$ cat src/rtl/hilo_muldiv_unit_pkg.sv
// ============================================================================
// Module : hilo_muldiv_unit_pkg
// Brief  : Opcodes, FSM states and HI/LO enable positions for the HILO unit.
// Rev    : 1.0 - initial release
// ============================================================================
`default_nettype none

package hilo_muldiv_unit_pkg;

  localparam logic [1:0] MD_MULT  = 2'b00;
  localparam logic [1:0] MD_MULTU = 2'b01;
  localparam logic [1:0] MD_DIV   = 2'b10;
  localparam logic [1:0] MD_DIVU  = 2'b11;

  // Matches the decoder's HILO_enD ordering.
  localparam int HILO_HI = 1;
  localparam int HILO_LO = 0;

  typedef enum logic [1:0] {
    HL_IDLE = 2'd0,
    HL_DIV  = 2'd1,
    HL_DONE = 2'd2
  } hl_state_t;

  function automatic logic [31:0] f_mag(input logic [31:0] v, input logic is_signed);
    return (is_signed && v[31]) ? (~v + 32'd1) : v;
  endfunction

  function automatic logic [31:0] f_neg_if(input logic [31:0] v, input logic neg);
    return neg ? (~v + 32'd1) : v;
  endfunction

endpackage

`default_nettype wire

$ cat src/rtl/hilo_muldiv_unit_if.sv
// ============================================================================
// Module : hilo_muldiv_unit_if
// Brief  : Execute-stage bus between the pipeline and the HI/LO mul/div unit.
// Rev    : 1.0 - initial release
// ============================================================================
`default_nettype none

interface hilo_muldiv_unit_if;
  logic        startE;
  logic [1:0]  opE;
  logic [31:0] srcaE;
  logic [31:0] srcbE;
  logic [1:0]  hilo_weE;
  logic [31:0] hilo_wdataE;
  logic        hilo_rselE;
  logic        cancelE;
  logic [31:0] hilo_rdataE;
  logic        stallE;
  logic        busy;

  modport slave (
    input  startE, opE, srcaE, srcbE, hilo_weE, hilo_wdataE, hilo_rselE, cancelE,
    output hilo_rdataE, stallE, busy
  );

  modport master (
    output startE, opE, srcaE, srcbE, hilo_weE, hilo_wdataE, hilo_rselE, cancelE,
    input  hilo_rdataE, stallE, busy
  );
endinterface

`default_nettype wire

$ cat src/rtl/hilo_muldiv_unit_div_radix2.sv
// ============================================================================
// Module : div_radix2
// Brief  : Unsigned restoring divider, one quotient bit per cycle.
// Rev    : 1.0 - initial release
// ============================================================================
`default_nettype none

module div_radix2 #(
  parameter int DIV_CYCLES = 32
) (
  input  logic        clk,
  input  logic        rst,
  input  logic        i_start,
  input  logic        i_cancel,
  input  logic [31:0] i_dividend,
  input  logic [31:0] i_divisor,
  output logic        o_done,
  output logic [31:0] o_quotient,
  output logic [31:0] o_remainder
);

  localparam int             CW     = (DIV_CYCLES > 1) ? $clog2(DIV_CYCLES) : 1;
  localparam logic [CW-1:0]  C_LAST = CW'(DIV_CYCLES - 1);

  logic [31:0]   r_rem;
  logic [31:0]   r_quo;
  logic [31:0]   r_dvs;
  logic [CW-1:0] r_cnt;
  logic          r_run;

  logic [32:0]   w_shift;
  logic [32:0]   w_diff;
  logic          w_fit;
  logic [31:0]   w_rem_nxt;
  logic [31:0]   w_quo_nxt;

  // r_quo starts as the dividend and is shifted out MSB-first as quotient bits enter.
  assign w_shift   = {r_rem, r_quo[31]};
  assign w_diff    = w_shift - {1'b0, r_dvs};
  assign w_fit     = ~w_diff[32];
  assign w_rem_nxt = w_fit ? w_diff[31:0] : w_shift[31:0];
  assign w_quo_nxt = {r_quo[30:0], w_fit};

  assign o_done      = r_run && (r_cnt == C_LAST);
  assign o_quotient  = w_quo_nxt;
  assign o_remainder = w_rem_nxt;

  always_ff @(posedge clk or posedge rst) begin
    if (rst) begin
      r_rem <= '0;
      r_quo <= '0;
      r_dvs <= '0;
      r_cnt <= '0;
      r_run <= 1'b0;
    end else if (i_cancel) begin
      r_run <= 1'b0;
      r_cnt <= '0;
    end else if (i_start) begin
      r_rem <= '0;
      r_quo <= i_dividend;
      r_dvs <= i_divisor;
      r_cnt <= '0;
      r_run <= 1'b1;
    end else if (r_run) begin
      r_rem <= w_rem_nxt;
      r_quo <= w_quo_nxt;
      if (o_done) begin
        r_run <= 1'b0;
        r_cnt <= '0;
      end else begin
        r_cnt <= r_cnt + 1'b1;
      end
    end
  end

endmodule

`default_nettype wire

$ cat src/rtl/hilo_muldiv_unit.sv
// ============================================================================
// Module : hilo_muldiv_unit
// Brief  : HI/LO registers with single-cycle multiply and iterative divide.
// Rev    : 1.0 - initial release
// ============================================================================
`default_nettype none

module hilo_muldiv_unit
  import hilo_muldiv_unit_pkg::*;
#(
  parameter int DIV_CYCLES = 32
) (
  input  logic                    clk,
  input  logic                    rst,
  hilo_muldiv_unit_if.slave       bus
);

  hl_state_t   r_state;
  hl_state_t   w_state_nxt;

  logic [31:0] r_hi;
  logic [31:0] r_lo;
  logic        r_qneg;
  logic        r_rneg;
  logic        r_div0;

  logic        w_idle;
  logic        w_in_div;
  logic        w_go;
  logic        w_mul_go;
  logic        w_div_go;
  logic        w_mt_go;
  logic        w_is_signed;
  logic        w_div_cancel;
  logic        w_div_done;
  logic        w_div_commit;
  logic [63:0] w_ext_a;
  logic [63:0] w_ext_b;
  logic [63:0] w_prod;
  logic [31:0] w_quo_raw;
  logic [31:0] w_rem_raw;
  logic [31:0] w_quo_fix;
  logic [31:0] w_rem_fix;

  assign w_idle       = (r_state == HL_IDLE);
  assign w_in_div     = (r_state == HL_DIV);
  assign w_go         = bus.startE && !bus.cancelE && w_idle;
  assign w_mul_go     = w_go && !bus.opE[1];
  assign w_div_go     = w_go && bus.opE[1];
  assign w_mt_go      = !bus.startE && !bus.cancelE && w_idle;
  assign w_is_signed  = !bus.opE[0];
  assign w_div_cancel = w_in_div && bus.cancelE;
  assign w_div_commit = w_in_div && !bus.cancelE && w_div_done;

  // Extending to 64 bits first makes the low 64 bits of the product exact for both signednesses.
  assign w_ext_a = {{32{w_is_signed & bus.srcaE[31]}}, bus.srcaE};
  assign w_ext_b = {{32{w_is_signed & bus.srcbE[31]}}, bus.srcbE};
  assign w_prod  = w_ext_a * w_ext_b;

  div_radix2 #(
    .DIV_CYCLES (DIV_CYCLES)
  ) u_div (
    .clk         (clk),
    .rst         (rst),
    .i_start     (w_div_go),
    .i_cancel    (w_div_cancel),
    .i_dividend  (f_mag(bus.srcaE, w_is_signed)),
    .i_divisor   (f_mag(bus.srcbE, w_is_signed)),
    .o_done      (w_div_done),
    .o_quotient  (w_quo_raw),
    .o_remainder (w_rem_raw)
  );

  // A zero divisor leaves |a| in the remainder, so the sign fixup restores the raw dividend.
  assign w_quo_fix = r_div0 ? 32'hFFFF_FFFF : f_neg_if(w_quo_raw, r_qneg);
  assign w_rem_fix = f_neg_if(w_rem_raw, r_rneg);

  always_ff @(posedge clk or posedge rst) begin
    if (rst) begin
      r_state <= HL_IDLE;
    end else begin
      r_state <= w_state_nxt;
    end
  end

  always_comb begin
    w_state_nxt = r_state;
    case (r_state)
      HL_IDLE: if (w_div_go)          w_state_nxt = HL_DIV;
      HL_DIV: begin
        if (bus.cancelE)              w_state_nxt = HL_IDLE;
        else if (w_div_done)          w_state_nxt = HL_DONE;
      end
      HL_DONE:                        w_state_nxt = HL_IDLE;
      default:                        w_state_nxt = HL_IDLE;
    endcase
  end

  always_ff @(posedge clk or posedge rst) begin
    if (rst) begin
      r_qneg <= 1'b0;
      r_rneg <= 1'b0;
      r_div0 <= 1'b0;
    end else if (w_div_go) begin
      r_qneg <= w_is_signed && (bus.srcaE[31] ^ bus.srcbE[31]);
      r_rneg <= w_is_signed && bus.srcaE[31];
      r_div0 <= (bus.srcbE == 32'd0);
    end
  end

  always_ff @(posedge clk or posedge rst) begin
    if (rst) begin
      r_hi <= '0;
      r_lo <= '0;
    end else if (w_mul_go) begin
      r_hi <= w_prod[63:32];
      r_lo <= w_prod[31:0];
    end else if (w_div_commit) begin
      r_hi <= w_rem_fix;
      r_lo <= w_quo_fix;
    end else if (w_mt_go) begin
      if (bus.hilo_weE[HILO_HI]) r_hi <= bus.hilo_wdataE;
      if (bus.hilo_weE[HILO_LO]) r_lo <= bus.hilo_wdataE;
    end
  end

  assign bus.stallE      = w_div_go || w_in_div;
  assign bus.busy        = !w_idle;
  assign bus.hilo_rdataE = bus.hilo_rselE ? r_hi : r_lo;

endmodule

`default_nettype wire

$ cat src/flat_wrapper.sv
// flat-port wrapper written by rule: the top's interface ports become plain ports
module hilo_muldiv_unit_flat import hilo_muldiv_unit_pkg::*;
#(
  parameter int DIV_CYCLES = 32
)
  (clk, rst, bus_startE, bus_opE, bus_srcaE, bus_srcbE, bus_hilo_weE, bus_hilo_wdataE, bus_hilo_rselE, bus_cancelE, bus_hilo_rdataE, bus_stallE, bus_busy);
  hilo_muldiv_unit_if bus_i ();
  input  logic clk;
  input  logic rst;
  input wire logic [$bits(bus_i.startE)-1:0] bus_startE;
  input wire logic [$bits(bus_i.opE)-1:0] bus_opE;
  input wire logic [$bits(bus_i.srcaE)-1:0] bus_srcaE;
  input wire logic [$bits(bus_i.srcbE)-1:0] bus_srcbE;
  input wire logic [$bits(bus_i.hilo_weE)-1:0] bus_hilo_weE;
  input wire logic [$bits(bus_i.hilo_wdataE)-1:0] bus_hilo_wdataE;
  input wire logic [$bits(bus_i.hilo_rselE)-1:0] bus_hilo_rselE;
  input wire logic [$bits(bus_i.cancelE)-1:0] bus_cancelE;
  output wire logic [$bits(bus_i.hilo_rdataE)-1:0] bus_hilo_rdataE;
  output wire logic [$bits(bus_i.stallE)-1:0] bus_stallE;
  output wire logic [$bits(bus_i.busy)-1:0] bus_busy;
  assign bus_i.startE = bus_startE;
  assign bus_i.opE = bus_opE;
  assign bus_i.srcaE = bus_srcaE;
  assign bus_i.srcbE = bus_srcbE;
  assign bus_i.hilo_weE = bus_hilo_weE;
  assign bus_i.hilo_wdataE = bus_hilo_wdataE;
  assign bus_i.hilo_rselE = bus_hilo_rselE;
  assign bus_i.cancelE = bus_cancelE;
  assign bus_hilo_rdataE = bus_i.hilo_rdataE;
  assign bus_stallE = bus_i.stallE;
  assign bus_busy = bus_i.busy;
  hilo_muldiv_unit #(.DIV_CYCLES(DIV_CYCLES)) u_core (.clk(clk), .rst(rst), .bus(bus_i));
endmodule
$ cat config.mk
export PLATFORM = sky130hd
export DESIGN_NAME = hilo_muldiv_unit_flat
export DESIGN_NICKNAME = d
export VERILOG_FILES = /design/src/rtl/hilo_muldiv_unit_pkg.sv /design/src/rtl/hilo_muldiv_unit_if.sv /design/src/rtl/hilo_muldiv_unit_div_radix2.sv /design/src/rtl/hilo_muldiv_unit.sv /design/src/flat_wrapper.sv
export SDC_FILE = /design/constraint.sdc
export NUM_CORES = 2
export LEC_CHECK = 0
export CAP_MARGIN = 40
export CORE_MARGIN = 3
export CORE_UTILIZATION = 45
export CTS_CLUSTER_DIAMETER = 80
export CTS_CLUSTER_SIZE = 16
export DETAILED_ROUTE_END_ITERATION = 6
export PLACE_DENSITY = 0.57
export SYNTH_ARGS = -nofsm -noshare
export SYNTH_HDL_FRONTEND = slang
export SYNTH_SLANG_ARGS = --single-unit
$ cat constraint.sdc
create_clock -name clk -period 8.3 [get_ports clk]
set_input_delay 1.66 -clock clk [delete_from_list [all_inputs] [get_ports clk]]
set_output_delay 1.66 -clock clk [all_outputs]
set_load 0.02 [all_outputs]
Yosys cells after proc, flatten, opt, wreduce, memory -nomap -nowiden --
Cells that the tools add are included.
Word-level totals: register bits 171, input bits 105, output and inout bits 34, logic and storage cells 93
Operators by class: add/sub/neg operators 6, multipliers 1, equality and inequality tests 4, mux-type cells 31, bitwise gates (word level) 9, reductions and logical operators 31
Operators with widths (number):
- 32-bit two-way mux | 19
- 32-bit by 1-bit adder with 32-bit output (second input constant) | 4
- 32-bit NOT | 4
- 33-bit by 33-bit multiplier with 64-bit output | 1
- 33-bit by 32-bit subtractor with 33-bit output | 1
- 32-bit zero test | 1
- 5-bit two-way mux | 4
- 1-bit logical AND | 13
- 3-bit nonzero test | 4
- 2-bit AND reduction | 5
- 2-bit two-way mux | 3
- 5-bit by 1-bit adder with 5-bit output (second input constant) | 1
- 5-bit == test (second input constant) | 1
- 1-bit zero test | 5
- 1-bit two-way mux | 4
- 2-bit one-hot mux with 2 select lines | 1
- 3-bit inequality test (second input constant) | 1
- 1-bit bitwise AND | 2
- 2-bit by 1-bit == test with 1-bit output (second input constant) | 1
- 2-bit zero test | 1
- 2-bit inequality test (second input constant) | 1
- 1-bit NOT | 2
- 2-bit nonzero test | 1
- 1-bit logical OR | 1
- 1-bit bitwise XOR | 1

Logic depth before layout (Yosys ltp) --
word-level depth 8, mapped depth 32, depth with buffers taken out 30

By module --
From an unflattened synthesis, not the netlist that was laid out.
Second synthesis, totals: cells, all modules 5793, area, all modules 51066.5 um2
By module, submodules not included:
- hilo_muldiv_unit | times used 1, cells an instance 5069, area an instance 44421.4 um2, sequential area each 1726.7 um2
- div_radix2 | times used 1, cells an instance 724, area an instance 6645.1 um2, sequential area each 2552.4 um2

Least setup slack after synthesis --
OpenSTA, ideal clock, no wires.
path type input port to flip-flop, start point input bus_srcbE[3], end point register u_core.r_hi[31], library setup time 118 ps, arrival time 9439 ps, data required time 8182 ps, path slack -1258 ps, cell stages on the path 30, buffers on the path 3, cell sequence clkbuf_1 > buf_1 > nand2_1 > fa_1 > fa_1 > inv_1 > fa_1 > inv_1 > fa_1 > fa_1 > inv_1 > fa_1 > fa_1 > inv_1 > fa_1 > inv_1 > ha_1 > clkbuf_1 > nand3_1 > nor3_1 > nand4_1 > a31oi_1 > o21ai_0 > or3_1 > o211ai_1 > a221oi_1 > o21ai_0 > a311oi_1 > xnor2_1 > a21o_1
On the way: word-level cells in the longest chain between the ends 2
Ends and longest elaborated chain:
- start, declared | line flat_wrapper.sv:13 | input wire logic [$bits(bus_i.srcbE)-1:0] bus_srcbE;
- 33-bit by 33-bit multiplier with 64-bit output | line hilo_muldiv_unit.sv:58 | assign w_prod = w_ext_a * w_ext_b;
- 32-bit two-way mux | line hilo_muldiv_unit.sv:115 | end else if (w_mul_go) begin
- end signal, assigned | line hilo_muldiv_unit.sv:116 | r_hi <= w_prod[63:32];
- end signal, assigned | line hilo_muldiv_unit.sv:119 | r_hi <= w_rem_fix;
- end signal, assigned | line hilo_muldiv_unit.sv:122 | if (bus.hilo_weE[HILO_HI]) r_hi <= bus.hilo_wdataE;
- end, declared | line hilo_muldiv_unit.sv:21 | logic [31:0] r_hi;
Every way passes these cells. A chain may end at the register's enable or synchronous reset.

Worst setup path in the final report --
start point input bus_srcbE[2], end point register u_core.r_hi[31]
The elaborated chain is that of the path after synthesis.

==> impl_metrics.json <==
{
  "fp.dieArea_mm2": 0.117,
  "wl_per_cell_um": 22.9,
  "syn_nets": 7272,
  "rr_endpoint": "u_core.r_hi[28]",
  "num_rows": 122,
  "tightestPinTransition_ns": 0.989,
  "path_common_cell": "fa_1",
  "drtIter0Drc": 3479,
  "finalHoldViolCount": 0,
  "nets": 7752,
  "clock_latency_ns": 0.45,
  "cts-buffers-inserted": 17,
  "yosysUniqueCellTypes": 80,
  "route.detailed.drc": 0,
  "slowest_stage": "fa_2",
  "postSynthAreaPerCell_um2": 8.76,
  "fillers": 10100,
  "area_growth_pct": 22.1,
  "cts_tree": "built",
  "start_util_pct": 45.6,
  "synthArstFlopShare_pct": 100,
  "coreArea_mm2": 0.111,
  "finalSetupViolCount": 33,
  "r2r_setup_slack_ns": 1.98,
  "num_io_pins": 139,
  "synth_ff_type": "dfrtp_1",
  "vias": 42200,
  "yosysSeqAreaShare_pct": 8.44,
  "rsz0062_at_grt": "yes",
  "maxCapViolations": 0,
  "ys_top_cells_by_count": "inv_1, fa_1, nand2_1, and2_1, clkbuf_1",
  "synth_cells": 5790,
  "clock_skew_ns": 0.0147,
  "grt_pass1_wl_um": 273000,
  "violations": "setup timing",
  "yosysMostFrequentCell": "inv_1",
  "crit_required_ns": 8.64,
  "placed_area_mm2": 0.0578,
  "ys_warn_count": 0,
  "hp-class": "register to register",
  "die_x_um": 342,
  "ctsHtreeMaxLevel": 4,
  "regToRegStartpoint": "u_core.u_div.r_quo[31]",
  "synth_edf_count": 0,
  "reg2regPathDepth": 20,
  "relSlewSlack_pct": 34.1,
  "finalMaxSlewViolations": 0,
  "path_class": "input port to register",
  "grt_pass1_vias": 44400,
  "whs_endpoint": "u_core.u_div.r_dvs[22]",
  "hold_slack_ns": 0.477,
  "cts_sinks": 171,
  "synth_area_leader_cell": "fa_1",
  "antenna_found_initial": 13,
  "via_per_inst": 5.42,
  "crit_path_end_kind": "register",
  "dr.pass1.iters": 5,
  "drive_gt1_share_pct": 18.4,
  "crit_path_max_incr_delay_ns": 0.62,
  "hpwlAfterDp_um": 140000,
  "worst_slack_ns": -0.582,
  "ctsLongestPathBuffers": 2,
  "min-delay-start": "u_core.u_div.r_dvs[22]",
  "drt-total-wl_um": 178000,
  "fp.dieH_um": 342,
  "final_area_mm2": 0.0619,
  "clkTransAtPathRegs_ns": 0.08,
  "grt_max_degree": 90,
  "synth_top_area_share_pct": 44.5,
  "cp-start-kind": "input port",
  "status": "finished, violations left",
  "cts_root_buffer": "clkbuf_16",
  "synth_top_cells_by_area": "fa_1, inv_1, dfrtp_1",
  "gp_congestion": 0.934,
  "timing.fmax_ghz": 0.113,
  "path_max_fanout": 10,
  "dp.cells": 7596,
  "cp.arrival_ns": 9.23,
  "min_delay_path_depth": 2,
  "synth_area_mm2": 0.0507,
  "gr-usage-all-layers_pct": 31.1,
  "instances_no_fill": 7780,
  "fin_crit_ns": 8.88,
  "synth-seq-cells": 171,
  "grt_overflow": 0,
  "io_buffers": 138,
  "antenna_left": 0,
  "period_share_pct": 107
}
-- critical path: cells and delay by family --
kind	cells	cell delay, ns
and+or+nand+nor	3	0.41
AOI/OAI and AO/OA	9	1.56
adders and majority gates	9	4.31
xor gates and xnor gates	1	0.10
buffers and inverters	10	1.18
-- per-layer routing --
| layer | part of all wire (%) | vias to the layer above | track usage, % |
|---|---|---|---|
| li1 | - | 18500 | - |
| met1 | 40 | 21800 | 41.7 |
| met2 | 48 | 1537 | 51.1 |
| met3 | 7.2 | 294 | 4.29 |
| met4 | 5.0 | 4 | 12.3 |
| met5 | 0.013 | - | 0 |
-- kinds of logic (layout without fill, tap and decap cells) --
kind of cell	count (synthesis)	count (layout)	synth area share (%)
flip-flops	171	171	8.44
AND/OR/NAND/NOR	1716	1716	15.7
adder cells (fa/ha/maj)	1377	1377	50.7
multiplexers	66	66	1.39
buffers and inverters	1528	2020	11.4
other	0	10	0
XOR/XNOR	203	203	3.51
AO/OA/AOI/OAI	729	729	8.92
-- registers in the layout, summed over array words and instances (netlist names) --
register	count
u_core.r_div0	1
u_core.r_hi	32
u_core.r_lo	32
u_core.r_qneg	1
u_core.r_rneg	1
u_core.r_state	2
u_core.u_div.r_cnt	5
u_core.u_div.r_dvs	32
u_core.u_div.r_quo	32
u_core.u_div.r_rem	32
u_core.u_div.r_run	1
-- cell usage in the layout (no fill, tap or decap), types with 61 or more instances in the layout --
cell	netlist	routed
ha_1	251	208
and2_1	374	354
inv_1	1164	1105
xor2_1	74	66
nor2_1	195	183
buf_6	4	61
clkdlybuf4s50_1	0	74
xnor2_1	129	112
buf_12	0	85
nand2_1	913	890
fa_1	1126	1084
o21ai_0	229	193
a21oi_1	196	160
dfrtp_1	171	171
buf_4	3	515
-- how the worst max path moves through the flow --
stage / cells after the start / endpoint / start
global route: 30 / u_core.r_hi[29] / bus_srcaE[10]
detailed placement: 31 / u_core.r_hi[31] / bus_srcbE[1]
global placement: 31 / u_core.r_hi[31] / bus_srcbE[1]
finish: 32 / u_core.r_hi[31] / bus_srcbE[2]
CTS: 31 / u_core.r_hi[31] / bus_opE[0]
floorplan: 30 / u_core.r_hi[31] / bus_srcaE[31]
-- metrics by stage --
| step | util (%) | setup TNS, ns | setup slack (ns) |
|---|---|---|---|
| after global placement | 51.8 | -54.95 | -1.68 |
| after floorplan | - | -6.51 | -0.509 |
| after CTS | 54.7 | -12.15 | -0.601 |
| after global routing | 55.6 | -18.14 | -0.772 |
| after detailed placement | 51.9 | -56.37 | -1.67 |
| final | 55.6 | -11.47 | -0.582 |
-- repair_timing --
action	in CTS	in global routing
buffers inserted	100	36
pin swaps	167	182
hold buffers	0	0
resized for setup	378	258
gates cloned	19	1
setup endpoints to repair	43	41
endpoints found under the hold margin	0	0
-- layout make-up --
class	count	area (um2)	share of cell area [%]
well taps	1488	1860	3.01
inverters	1166	4400	7.10
clock inverters	12	139	0.224
diodes	10	25.0	0.0404
flip-flops and latches	171	4280	6.91
multi-input cells	4091	42500	68.6
repair buffers	823	8300	13.4
clock buffers	19	443	0.715
Power is left out: the tool's default activity adds up to more than one toggle a clock period on the data nets, which glitch-free logic cannot reach.
